### config.mk
export PLATFORM = sky130hd
export DESIGN_NAME = alu_nibble_sequencer
export DESIGN_NICKNAME = d
export VERILOG_FILES = /design/src/rtl/alu_nibble_sequencer.sv
export SDC_FILE = /design/constraint.sdc
export NUM_CORES = 1
export LEC_CHECK = 0
export CAP_MARGIN = 0
export CORE_MARGIN = 5
export CORE_UTILIZATION = 30
export DETAILED_ROUTE_END_ITERATION = 8
export SETUP_SLACK_MARGIN = 0.05
export SYNTH_ARGS = -nofsm -noshare
export SYNTH_HDL_FRONTEND = slang
export SYNTH_SLANG_ARGS = --single-unit
### constraint.sdc
create_clock -name clk_i -period 2.4 [get_ports clk_i]
set_clock_uncertainty 0.05 [all_clocks]
set_input_delay 0.48 -clock clk_i [delete_from_list [all_inputs] [get_ports clk_i]]
set_output_delay 0.48 -clock clk_i [all_outputs]
set_load 0.01 [all_outputs]
### src/rtl/alu_nibble_sequencer.sv
// alu_nibble_sequencer
// Runs a WIDTH-bit ALU operation through one external 4-bit slice, one nibble
// per clock, LSB nibble first, rippling the carry through a register.
// Optional build macro: ALU_SEQ_FLAGS_EN adds registered zero_o/neg_o flags.
//
// state  | meaning
// -------+-----------------------------------------------------------
// S_IDLE | waiting for start_i; last result/cout held
// S_RUN  | one slice pass per cycle, nibble idx_q presented to slice
// S_DONE | done_o high for one cycle, result_o/cout_o valid
module alu_nibble_sequencer #(
  parameter int WIDTH = 16
) (
  input  logic             clk_i,
  input  logic             rst_i,
  input  logic             start_i,
  input  logic [WIDTH-1:0] a_i,
  input  logic [WIDTH-1:0] b_i,
  input  logic [3:0]       s_i,
  input  logic             m_i,
  input  logic             cin_i,
  output logic [3:0]       slice_a_o,
  output logic [3:0]       slice_b_o,
  output logic             slice_cin_o,
  output logic [3:0]       slice_s_o,
  output logic             slice_m_o,
  input  logic [3:0]       slice_o_i,
  input  logic             slice_cout_i,
  output logic             busy_o,
  output logic             done_o,
  output logic [WIDTH-1:0] result_o,
  output logic             cout_o
`ifdef ALU_SEQ_FLAGS_EN
  ,
  output logic             zero_o,
  output logic             neg_o
`endif
);

  localparam int NIB  = WIDTH / 4;
  localparam int IDXW = (NIB > 1) ? $clog2(NIB) : 1;
  localparam logic [IDXW-1:0] IDX_LAST = IDXW'(NIB - 1);

  typedef enum logic [1:0] {
    S_IDLE = 2'd0,
    S_RUN  = 2'd1,
    S_DONE = 2'd2
  } state_t;

  state_t           state_q, state_d;
  logic [IDXW-1:0]  idx_q, idx_d;
  logic             carry_q, carry_d;
  logic [WIDTH-1:0] a_q, a_d;
  logic [WIDTH-1:0] b_q, b_d;
  logic [3:0]       s_q, s_d;
  logic             m_q, m_d;
  logic [WIDTH-1:0] result_q, result_d;
  logic             cout_q, cout_d;
  logic [WIDTH-1:0] merged;
`ifdef ALU_SEQ_FLAGS_EN
  logic             zero_q, zero_d;
  logic             neg_q, neg_d;
`endif

  // State and datapath registers; reset clears everything including latched operands.
  always_ff @(posedge clk_i) begin
    if (rst_i) begin
      state_q  <= S_IDLE;
      idx_q    <= '0;
      carry_q  <= 1'b0;
      a_q      <= '0;
      b_q      <= '0;
      s_q      <= '0;
      m_q      <= 1'b0;
      result_q <= '0;
      cout_q   <= 1'b0;
`ifdef ALU_SEQ_FLAGS_EN
      zero_q   <= 1'b0;
      neg_q    <= 1'b0;
`endif
    end else begin
      state_q  <= state_d;
      idx_q    <= idx_d;
      carry_q  <= carry_d;
      a_q      <= a_d;
      b_q      <= b_d;
      s_q      <= s_d;
      m_q      <= m_d;
      result_q <= result_d;
      cout_q   <= cout_d;
`ifdef ALU_SEQ_FLAGS_EN
      zero_q   <= zero_d;
      neg_q    <= neg_d;
`endif
    end
  end

  // Next-state logic: accept in IDLE, merge one slice nibble per RUN cycle.
  always_comb begin
    state_d  = state_q;
    idx_d    = idx_q;
    carry_d  = carry_q;
    a_d      = a_q;
    b_d      = b_q;
    s_d      = s_q;
    m_d      = m_q;
    result_d = result_q;
    cout_d   = cout_q;
`ifdef ALU_SEQ_FLAGS_EN
    zero_d   = zero_q;
    neg_d    = neg_q;
`endif
    // Result with the current slice nibble dropped in; this is also the
    // full assembled word on the final pass, so the flags derive from it.
    merged = result_q;
    merged[4*idx_q +: 4] = slice_o_i;

    case (state_q)
      S_IDLE: begin
        if (start_i) begin
          a_d      = a_i;
          b_d      = b_i;
          s_d      = s_i;
          m_d      = m_i;
          carry_d  = cin_i;
          idx_d    = '0;
          result_d = '0;
          state_d  = S_RUN;
        end
      end
      S_RUN: begin
        result_d = merged;
        carry_d  = slice_cout_i;
        if (idx_q == IDX_LAST) begin
          // idx holds at the last nibble rather than wrapping.
          cout_d  = m_q ? 1'b0 : slice_cout_i;
`ifdef ALU_SEQ_FLAGS_EN
          zero_d  = (merged == '0);
          neg_d   = merged[WIDTH-1];
`endif
          state_d = S_DONE;
        end else begin
          idx_d = idx_q + 1'b1;
        end
      end
      S_DONE: begin
        state_d = S_IDLE;
      end
      default: begin
        state_d = S_IDLE;
      end
    endcase
  end

  // Slice drive and status outputs; operand nibbles only presented while running.
  always_comb begin
    slice_a_o   = '0;
    slice_b_o   = '0;
    if (state_q == S_RUN) begin
      slice_a_o = a_q[4*idx_q +: 4];
      slice_b_o = b_q[4*idx_q +: 4];
    end
    slice_cin_o = carry_q;
    slice_s_o   = s_q;
    slice_m_o   = m_q;
    busy_o      = (state_q == S_RUN);
    done_o      = (state_q == S_DONE);
    result_o    = result_q;
    cout_o      = cout_q;
`ifdef ALU_SEQ_FLAGS_EN
    zero_o      = zero_q;
    neg_o       = neg_q;
`endif
  end

endmodule

# Yosys cells after proc, flatten, opt, wreduce, memory -nomap -nowiden
# Cells that the tools add are included.
dict set report word_totals {
  out_inout_bits 33
  register_bits 59
  in_bits 46
  elab_cells 42
}
dict set report op_classes {
  n_reduce_logical 7
  n_shift 4
  addsub 2
  muxes 14
  n_eq_ne 6
}
# cell n
set ops {}
lappend ops {{negation 4 -> 34 bit} 1}
lappend ops {{variable shift 4 x 34 -> 16 bit (first input constant)} 1}
lappend ops {{indexed part select 4 x 34 -> 16 bit} 1}
lappend ops {{one-hot mux 16 bit (2 select lines)} 1}
lappend ops {{indexed part select 16 x 5 -> 4 bit} 2}
lappend ops {{bitwise mux 16 bit} 1}
lappend ops {{two-way mux 16 bit} 1}
lappend ops {{two-way mux 2 bit} 4}
lappend ops {{two-way mux 4 bit} 2}
lappend ops {{one-hot mux 2 bit (2 select lines)} 2}
lappend ops {{AND reduction 2 bit} 4}
lappend ops {{== test 2 bit (second input constant)} 2}
lappend ops {{inequality test 2 bit (second input constant)} 2}
lappend ops {{AND reduction 3 bit} 1}
lappend ops {{adder 2 x 1 -> 2 bit (second input constant)} 1}
lappend ops {{== test 2 x 1 -> 1 bit (second input constant)} 1}
lappend ops {{logical NOT 2 bit} 1}
lappend ops {{two-way mux 1 bit} 2}
lappend ops {{inequality test 2 x 1 -> 1 bit (second input constant)} 1}
lappend ops {{one-hot mux 1 bit (2 select lines)} 1}
lappend ops {{nonzero test 2 bit} 1}

# Depth between registers and ports, before layout
# Gate-level depths: netlist (run 1).
dict set report depth {
  word_depth 4
  ltp_mapped 6
  mapped_depth_nobuf 5
}

# Worst setup path before layout (run 1)
# OpenSTA, ideal clock, no wires.
dict set report synth_path {
  path_type {register -> output}
  startpoint {register idx_q[0]}
  endpoint {output slice_a_o[0]}
  stages_incl_launch_ff 4
  required_time_ns 1.870
  t_arrival_ns 1.395
  path_slack_ns 0.475
  n_path_buf 1
  cell_sequence {dfxtp_1 -> buf_4 -> mux4_2 -> and2_1}
}
dict set report synth_via {
  elab_chain_cells 2
}
# item line
set synth_lines {}
lappend synth_lines {{start: declaration} 51} ;# logic [IDXW-1:0] idx_q, idx_d;
lappend synth_lines {{start signal: assignment} 83} ;# idx_q <= idx_d;
lappend synth_lines {{indexed part select 16 x 5 -> 4 bit} 160} ;# slice_a_o = a_q[4*idx_q +: 4];
lappend synth_lines {{two-way mux 4 bit} 159} ;# if (state_q == S_RUN) begin
lappend synth_lines {{end: declaration} 22} ;# output logic [3:0] slice_a_o,
# Every way passes these cells.

# Final worst setup path (run 1)
dict set report layout_path {
  startpoint {register idx_q[0]}
  endpoint {output slice_b_o[3]}
}
dict set report layout_via {
  elab_chain_cells 2
}
# item line
set layout_lines {}
lappend layout_lines {{indexed part select 16 x 5 -> 4 bit} 161} ;# slice_b_o = b_q[4*idx_q +: 4];
lappend layout_lines {{two-way mux 4 bit} 159}
lappend layout_lines {{end: declaration} 23} ;# output logic [3:0] slice_b_o,
# Every way passes these cells.

==> summary.txt, run 1 <==
Clocking
  • CTS sink count: 59
  • Clock transition at path regs: 0.06 ns
  • Htree depth: 3
  • CTS tree: built
  • Hold Buf Count CTS: 0
  • Insertion delay to the later sink of the worst-skew pair: 0.33 ns
  • Num CTS Buffers: 9
  • Clk root buf: clkbuf_8
  • Maximum root-to-sink buffer count: 2

Pwr
  • VDD IR max: 0.000267 V
  • Sw Share: 0.225
  • Internal power: 1910 µW
  • Power share of the clock group: 0.445
  • Power per cell area: 670 nW/µm²
  • Combinational power share: 0.131
  • Lkg Pwr: 0.00138 µW
  • Switching pwr: 554 µW
  • Seq pwr share: 0.424

STA
  • Peak Freq: 442 MHz
  • Minimum clock period: 2.26 ns
  • Tcrit/Tclk final: 0.943
  • Setup slack after layout: 0.138 ns
  • Worst-Margin Slew: 0.463 ns
  • Endpoints failing setup: 0
  • Slew Limit Fails: 0
  • Hold Fails Final Rpt: 0
  • RSZ-0062 raised after global routing: yes
  • Max_slew headroom: 0.689
  • Hold_ws: 0.403 ns
  • Setup_tns: 0 ns

Synthesis
  • Post-synth top area cell: dfxtp_1
  • Top cells by area, synth: dfxtp_1 47%, nand2_1 12%, a21oi_1 8.4%
  • Synthesized flop and latch total: 59
  • Post-Syn Nets: 329
  • Count leader, synth: nand2_1
  • Post-synth top area share: 0.470
  • Synthesized area: 2510 µm²
  • Synth cell types: 31
  • Cells after synthesis: 277
  • Register area share after synthesis: 0.470
  • EDFF count, synth: 0
  • Syn Area/Cell: 9.07 µm²
  • Top FF cell, synth: dfxtp_1
  • Ys Warns: 0
  • Ys async rst share: 0
  • Top cells by count, synth: 78 x nand2_1, 59 x dfxtp_1, 42 x a21oi_1

Floorplanning
  • Initial cell density of the core: 0.307
  • Die X: 102 µm
  • Die area: 10300 µm²
  • # rows: 33
  • Die H: 102 µm
  • Core area: 8180 µm²
  • IO Count: 79

Finish
  • Fin nets: 413
  • Layout Cells excl Fill: 471
  • Layout area overhead: 46.5%
  • Register Area: 1180 µm²
  • Share of cells above drive strength 1: 0.134
  • Fill cell count: 793
  • Multi-input logic area: 1230 µm²
  • N_diodes: 0

Drt
  • Via Count: 2169
  • Max layer used: met4
  • Routed met1 length: 2.88 mm
  • Vias per inst: 4.61
  • DR pass1 iterations: 4
  • DRC: 0
  • Post-route antenna net violation count: 0
  • Routed wire length: 6.28 mm
  • DR WL met3: 294 µm
  • WL/cell: 13.3 µm
  • Initial DRC count: 81
  • DR WL met2: 2.96 mm

Placed design
  • PortBufs: 78
  • Placed Cells: 454
  • Final HPWL DP: 4.57 mm
  • Worst slack, placed: 0.171 ns
  • Routability Congestion: 0.740

Run
  • Max-Cap Viols: 0

Global routing
  • Largest net degree at the start of global routing: 40
  • Global-route total usage across every layer: 0.129
  • Number of global-route vias before repair: 2105
  • Initial antenna violation count: 0
  • First-pass GRT wire length: 10.3 mm
  • GRT overflow: 0

Setup path
  • CP arrival: 1.73 ns
  • Worst setup EP type: output pin
  • Max FO, Critical Path: 4
  • Worst Path Required: 1.87 ns
  • Startpoint Class: flip-flop
  • Setup Crit Path Kind: reg2out

Worst hold path
  • Hold Path Class: reg2reg

Status
  • Outcome: completed
-- area by class of cell --
type,instances,area share
repair buffers,91,0.239
inverters,4,0.00510
clock inverters,5,0.0272
clock buffers,11,0.0384
well taps,105,0.0357
flip-flops and latches,59,0.321
multi-input cells,196,0.333
-- stage by stage --
stage	instance area (µm²)	util	total power, µW
after global placement	3420	0.418	1390
after floorplan	2510	-	1240
after detailed placement	3420	0.418	1390
after CTS	3670	0.449	2510
final	3680	0.451	2470
after global routing	3680	0.451	2600
-- routing by layer --
layer / vias up / track usage
met3: 11 / 0.0262
met4: 0 / 0.0675
met1: 992 / 0.169
met2: 51 / 0.201
li1: 1115 / -
met5: - / 0
-- kinds of logic (layout without fill, tap and decap cells) --
group	Yosys count	after routing	synth area share
adder cells (fa/ha/maj)	6	6	0.0299
multiplexers	12	12	0.0896
buffers and inverters	22	111	0.0438
flip-flops	59	59	0.470
AND/OR/NAND/NOR	113	113	0.207
AO/OA/AOI/OAI	65	65	0.160
-- path summary, 6_finish.rpt --
| check | startpoint | endpoint | slack [ns] | depth (start not counted) |
|---|---|---|---|---|
| min | b_q[15]$_SDFFE_PP0P_ | b_q[15]$_SDFFE_PP0P_ | 0.40 | 2 |
| max reg2reg | idx_q[0]$_SDFFE_PP0P_ | result_o[10]$_SDFFE_PP0P_ | 0.56 | 7 |
| max | idx_q[0]$_SDFFE_PP0P_ | slice_b_o[3] | 0.14 | 4 |
| min reg2reg | b_q[15]$_SDFFE_PP0P_ | b_q[15]$_SDFFE_PP0P_ | 0.40 | 2 |
-- worst max-delay path, cell delays in order, from the launching register on --
cell and delay [ns]:
dfxtp_2 0.35, buf_6 0.13, mux4_2 0.48, and2_1 0.16, dlygate4sd2_1 0.28
-- state kept, by name, indices dropped and copies added (netlist names) --
register	count
state_q	2
b_q	16
a_q	16
slice_m_o	1
cout_o	1
slice_cin_o	1
result_o	16
slice_s_o	4
idx_q	2
-- power by group through the flow --
stage          clock network [µW]  logic (µW)  registers [µW]
2_1_floorplan                   0         169            1070
6_report                     1100         324            1050
5_1_grt                      1190         359            1050
4_1_cts                      1130         328            1050
3_3_place_gp                    0         324            1070
3_5_place_dp                    0         327            1070
-- timing repair --
item,in CTS,in global routing
endpoints found under the hold margin,0,0
buffers inserted,1,0
gates resized for setup,10,9
endpoints found under the setup margin,8,9
-- cells in the final DEF, fill, tap and decap left out, types with 2 or more instances in the layout --
master / netlist / final
buf_4: 4 / 11
bufinv_16: 0 / 3
inv_1: 4 / 3
clkinv_2: 0 / 2
and2_1: 8 / 8
dlygate4sd2_1: 0 / 2
nand2b_1: 5 / 5
mux2_2: 4 / 4
and3_1: 2 / 2
or3b_1: 2 / 2
mux4_2: 8 / 8
ha_1: 6 / 6
clkdlybuf4s50_1: 0 / 69
a21oi_2: 2 / 2
dfxtp_1: 59 / 58
clkbuf_8: 0 / 10
a31oi_1: 2 / 2
clkdlybuf4s15_1: 0 / 6
nor2b_1: 4 / 4
a21oi_1: 42 / 42
nand3_1: 4 / 4
nor2_1: 5 / 5
nand2_1: 78 / 78
a22o_1: 8 / 8
o2bb2ai_1: 8 / 8
Note: power is estimated with default switching activity, not from simulation.
==> inputs of run 2 (changes only) <==
--- a/config.mk
+++ b/config.mk
@@ -6,6 +6,7 @@
 export NUM_CORES = 1
 export LEC_CHECK = 0
 export CAP_MARGIN = 0
+export CORE_ASPECT_RATIO = 1.5
 export CORE_MARGIN = 5
 export CORE_UTILIZATION = 30
 export DETAILED_ROUTE_END_ITERATION = 8
==> summary.txt, run 2 (synthesis results as in run 1) <==
Setup path
  • CP arrival: 1.78 ns
  • Max FO, Critical Path: 4
  • Critical Path Max Stage Delay: 0.48 ns
  • Setup crit start: idx_q[0]$_SDFFE_PP0P_
  • Worst Path Required: 1.87 ns
  • CP max-delay cell: mux4_2
  • Critical path cell sequence: clkbuf_16 > mux4_2 > and2_1 > dlygate4sd2_1
  • Worst setup EP type: output pin
  • Setup Crit Path Kind: reg2out
  • FF-to-FF Start: idx_q[0]$_SDFFE_PP0P_
  • Startpoint Class: flip-flop

STA
  • Peak Freq: 433 MHz
  • Minimum clock period: 2.31 ns
  • Max_slew headroom: 0.644
  • Slew Limit Fails: 0
  • Worst-Margin Slew: 0.530 ns
  • Endpoints failing setup: 0
  • RSZ-0062 raised after global routing: no
  • Setup_tns: 0 ns
  • Hold Fails Final Rpt: 0
  • Tcrit/Tclk final: 0.962

Global routing
  • Global-route total usage across every layer: 0.129
  • Initial antenna violation count: 0
  • First-pass GRT wire length: 10.5 mm
  • Largest net degree at the start of global routing: 39
  • GRT overflow: 0
  • Number of global-route vias before repair: 2214

Worst hold path
  • HP Start: slice_s_o[1]$_SDFFE_PP0P_
  • Hold Path Class: reg2reg

Placed design
  • Routability Congestion: 0.776
  • PortBufs: 78
  • Final HPWL DP: 4.57 mm
  • Placed Cells: 451

Finish
  • N_diodes: 0
  • Commonest non-fill, non-tap cells in the layout: 78 x nand2_1, 69 x clkdlybuf4s50_1, 57 x dfxtp_1, 42 x a21oi_1, 10 x clkbuf_16
  • Share of cells above drive strength 1: 0.125
  • Layout Cells excl Fill: 468
  • Most common cell after layout, fill and taps aside: nand2_1
  • Layout area overhead: 47.6%
  • Fin nets: 409

Pwr
  • Lkg Pwr: 0.00140 µW
  • VDD IR max: 0.000347 V
  • Power Total: 2550 µW
  • Power per cell area: 687 nW/µm²

Floorplanning
  • Die H: 122 µm
  • Die X: 84.7 µm
  • Initial cell density of the core: 0.302
  • # rows: 41
  • IO Count: 79
  • Core area: 8310 µm²
  • Die area: 10300 µm²

Run
  • Max-Cap Viols: 0

Drt
  • DRC: 0
  • Initial DRC count: 55
  • WL/cell: 13.6 µm
  • DR pass1 iterations: 4
  • Vias per inst: 4.64
  • Via Count: 2172
  • Routed wire length: 6.38 mm
  • Post-route antenna net violation count: 0

Clocking
  • CTS tree: built
  • Htree depth: 3
  • Clk root buf: clkbuf_16
  • Insertion delay to the later sink of the worst-skew pair: 0.32 ns
  • Clock transition at path regs: 0.05 ns
  • CTS sink count: 59
  • Num CTS Buffers: 9
  • Maximum root-to-sink buffer count: 2

Status
  • Outcome: completed
-- run 2: timing repair --
action,in CTS,in global routing
gates resized for setup,9,6
gates cloned,0,1
hold buffers,0,0
buffers inserted,1,0
endpoints found under the setup margin,9,8
-- run 2: final cells by class --
| type | count | area, µm² |
|---|---|---|
| Fill cell | 842 | 4600 |
| Multi-Input combinational cell | 196 | 1230 |
| Sequential cell | 59 | 1190 |
| Timing Repair Buffer | 87 | 866 |
| Clock buffer | 13 | 270 |
| Tap cell | 107 | 134 |
| Inverter | 4 | 17.5 |
| Clock inverter | 2 | 10.0 |
-- run 2: routing by layer --
| layer | global-route usage | part of all wire | vias up |
|---|---|---|---|
| met5 | 0 | 0 | - |
| met4 | 0.0713 | 0.023 | 0 |
| met3 | 0.0311 | 0.058 | 10 |
| met2 | 0.216 | 0.49 | 66 |
| met1 | 0.152 | 0.43 | 991 |
| li1 | - | - | 1105 |
-- run 2: worst paths after layout --
check	endpoint	slack, ns	depth (start not counted)
hold / removal	slice_s_o[1]$_SDFFE_PP0P_	0.40	2
setup reg to reg	result_o[8]$_SDFFE_PP0P_	0.48	7
hold reg to reg	slice_s_o[1]$_SDFFE_PP0P_	0.40	2
setup / recovery	slice_b_o[2]	0.09	4
-- run 2: through the flow --
| step | worst slack, ns | utilization | instance area [µm²] | hold slack, ns |
|---|---|---|---|---|
| after floorplan | 0.475 | - | 2510 | 0.383 |
| after global placement | 0.204 | 0.409 | 3400 | 0.390 |
| after detailed placement | 0.185 | 0.409 | 3400 | 0.396 |
| after CTS | 0.0684 | 0.442 | 3680 | 0.403 |
| after global routing | 0.0570 | 0.447 | 3710 | 0.421 |
| final | 0.0916 | 0.447 | 3710 | 0.401 |
-- run 2: worst max-delay path, delay by kind of cell, from the launching register on --
| kind | cells | cell delay (ns) |
|---|---|---|
| buffers and inverters | 2 | 0.43 |
| flip-flops | 1 | 0.37 |
| AND/OR/NAND/NOR | 1 | 0.18 |
| multiplexers | 1 | 0.48 |
-- run 2: where the power goes --
| group | leakage [µW] | internal, µW | switching [µW] |
|---|---|---|---|
| combinational | 0.000777 | 175 | 147 |
| sequential | 0.000483 | 1030 | 24.7 |
| clock | 0.000141 | 771 | 404 |
| total | 0.00140 | 1970 | 576 |
==> inputs of run 3 (changes only) <==
--- a/config.mk
+++ b/config.mk
@@ -11,6 +11,7 @@
 export CORE_UTILIZATION = 30
 export DETAILED_ROUTE_END_ITERATION = 8
 export SETUP_SLACK_MARGIN = 0.05
+export SLEW_MARGIN = 10
 export SYNTH_ARGS = -nofsm -noshare
 export SYNTH_HDL_FRONTEND = slang
 export SYNTH_SLANG_ARGS = --single-unit
==> constraint.sdc (replaced) <==
create_clock -name clk_i -period 2.1 [get_ports clk_i]
set_clock_uncertainty 0.05 [all_clocks]
set_input_delay 0.42 -clock clk_i [delete_from_list [all_inputs] [get_ports clk_i]]
set_output_delay 0.42 -clock clk_i [all_outputs]
set_load 0.01 [all_outputs]
==> summary.txt, run 3 (synthesis results as in run 1) <==
Clocking
  • Clk root buf: clkbuf_16
  • CTS tree: built
  • Maximum root-to-sink buffer count: 2
  • CTS sink count: 59
  • Insertion delay to the later sink of the worst-skew pair: 0.32 ns
  • Num CTS Buffers: 9
  • Hold Buf Count CTS: 0
  • Clock transition at path regs: 0.05 ns
  • Htree depth: 3

Pwr
  • Power per cell area: 778 nW/µm²
  • Power Total: 2930 µW
  • Lkg Pwr: 0.00142 µW
  • VDD IR max: 0.000402 V

Status
  • Outcome: completed

Drt
  • Via Count: 2208
  • Initial DRC count: 73
  • Routed wire length: 6.36 mm
  • Post-route antenna net violation count: 0
  • DR pass1 iterations: 4
  • DRC: 0
  • WL/cell: 13.5 µm
  • Vias per inst: 4.68

Floorplanning
  • Core area: 8310 µm²
  • IO Count: 79
  • Die area: 10300 µm²
  • # rows: 41
  • Die H: 122 µm
  • Initial cell density of the core: 0.302
  • Die X: 84.7 µm

Placed design
  • Final HPWL DP: 4.60 mm
  • Worst slack, placed: -0.0334 ns
  • PortBufs: 78
  • Routability Congestion: 0.742

Setup path
  • Worst setup EP type: output pin
  • Max FO, Critical Path: 8
  • CP arrival: 1.58 ns
  • FF-to-FF Start: idx_q[0]$_SDFFE_PP0P_
  • Setup Crit Path Kind: reg2out
  • R2r worst-path depth: 6
  • Cell family with most CP delay: multiplexers
  • CP max-delay cell: mux4_2
  • Critical Path Max Stage Delay: 0.50 ns
  • CP bufs+invs: 2
  • Startpoint Class: flip-flop
  • Critical path cell sequence: buf_12 > mux4_2 > and2_4 > buf_6
  • Reg2reg end: result_o[11]$_SDFFE_PP0P_
  • Worst Path Required: 1.63 ns
  • Flop-to-flop setup slack: 0.40 ns

Global routing
  • Largest net degree at the start of global routing: 40
  • Initial antenna violation count: 0
  • Number of global-route vias before repair: 2208
  • First-pass GRT wire length: 10.4 mm
  • Global-route total usage across every layer: 0.132
  • GRT overflow: 0

Finish
  • Most common cell after layout, fill and taps aside: nand2_1
  • Fill cell count: 851
  • Commonest non-fill, non-tap cells in the layout: 78 x nand2_1, 68 x clkdlybuf4s50_1, 58 x dfxtp_1, 42 x a21oi_1, 11 x buf_4
  • Share of cells above drive strength 1: 0.173
  • Layout area overhead: 49.6%
  • Core Util, Final: 0.452
  • Fin nets: 413
  • N_diodes: 0

Run
  • Max-Cap Viols: 0

STA
  • Hold Fails Final Rpt: 0
  • Setup slack after layout: 0.0531 ns
  • Max_slew headroom: 0.719
  • RSZ-0062 raised after global routing: yes
  • Setup_tns: 0 ns
  • Peak Freq: 489 MHz
  • Endpoints failing setup: 0
  • Tcrit/Tclk final: 0.975
  • Minimum clock period: 2.05 ns
  • Worst-Margin Slew: 0.419 ns
  • Slew Limit Fails: 0

Worst hold path
  • Hold Path Class: reg2reg
  • HP Start: b_q[8]$_SDFFE_PP0P_
  • Hold depth: 2
  • Hold Path End: b_q[8]$_SDFFE_PP0P_
==> run 3: cell types whose count changed in the layout (fill, tap and decap cells not counted), moves of 2 or more <==
cell / before / now
and2_1: 8 / 1
and2_4: 0 / 7
buf_6: 0 / 7
dlygate4sd2_1: 6 / 1
buf_4: 7 / 11
clkdlybuf4s15_1: 2 / 0
==> run 3: worst reg2reg max path: stages (launching register included) <==
cell	delay [ns]
dfxtp_2	0.34
buf_4	0.16
inv_1	0.10
ha_1	0.22
mux2_2	0.27
a21oi_1	0.31
a22o_1	0.20
==> run 3: timing repair <==
action                     in CTS  in global routing
hold endpoints to repair        0                  0
setup endpoints to repair      10                  9
buffers inserted                0                  0
resized for setup              43                  7
pin swaps                       4                  4
==> run 3: power by group <==
part	leakage [µW]	switching, µW	internal (µW)
combinational	0.000800	175	207
clock	0.000141	464	881
sequential	0.000482	24.6	1170
total	0.00142	663	2260
==> run 3: how the worst max path moves through the flow <==
| stage | cells past startpoint | slack (ns) | from | endpoint |
|---|---|---|---|---|
| 2_1_floorplan | 3 | 0.24 | idx_q[0]$_SDFFE_PP0P_ | slice_a_o[0] |
| 3_3_place_gp | 4 | -0.02 | idx_q[0]$_SDFFE_PP0P_ | slice_b_o[2] |
| 3_5_place_dp | 4 | -0.03 | idx_q[0]$_SDFFE_PP0P_ | slice_b_o[0] |
| 4_1_cts | 4 | 0.01 | idx_q[0]$_SDFFE_PP0P_ | slice_b_o[0] |
| 5_1_grt | 4 | -0.001 | idx_q[0]$_SDFFE_PP0P_ | slice_b_o[0] |
| 6_report | 4 | 0.05 | idx_q[0]$_SDFFE_PP0P_ | slice_b_o[0] |
==> run 3: routing by layer <==
layer / part of all wire / GRT usage / up-vias
li1: - / - / 1119
met1: 0.43 / 0.148 / 1018
met2: 0.48 / 0.220 / 63
met3: 0.061 / 0.0365 / 8
met4: 0.023 / 0.0802 / 0
met5: 0 / 0 / -
==> run 3: final cells by class <==
type | instances | area, µm² | share of cell area
Multi-Input combinational cell | 196 | 1240 | 0.331
Sequential cell | 59 | 1180 | 0.314
Timing Repair Buffer | 91 | 901 | 0.240
Clock buffer | 13 | 270 | 0.0719
Tap cell | 107 | 134 | 0.0356
Inverter | 4 | 17.5 | 0.00466
Clock inverter | 2 | 10.0 | 0.00266
==> run 3: through the flow <==
step / instance area (µm²) / hold WS, ns / cells
floorplan: 2510 / 0.383 / 277
global placement: 3460 / 0.390 / 457
detailed placement: 3460 / 0.397 / 457
CTS: 3730 / 0.403 / 472
global route: 3760 / 0.421 / 472
finish: 3760 / 0.401 / 472
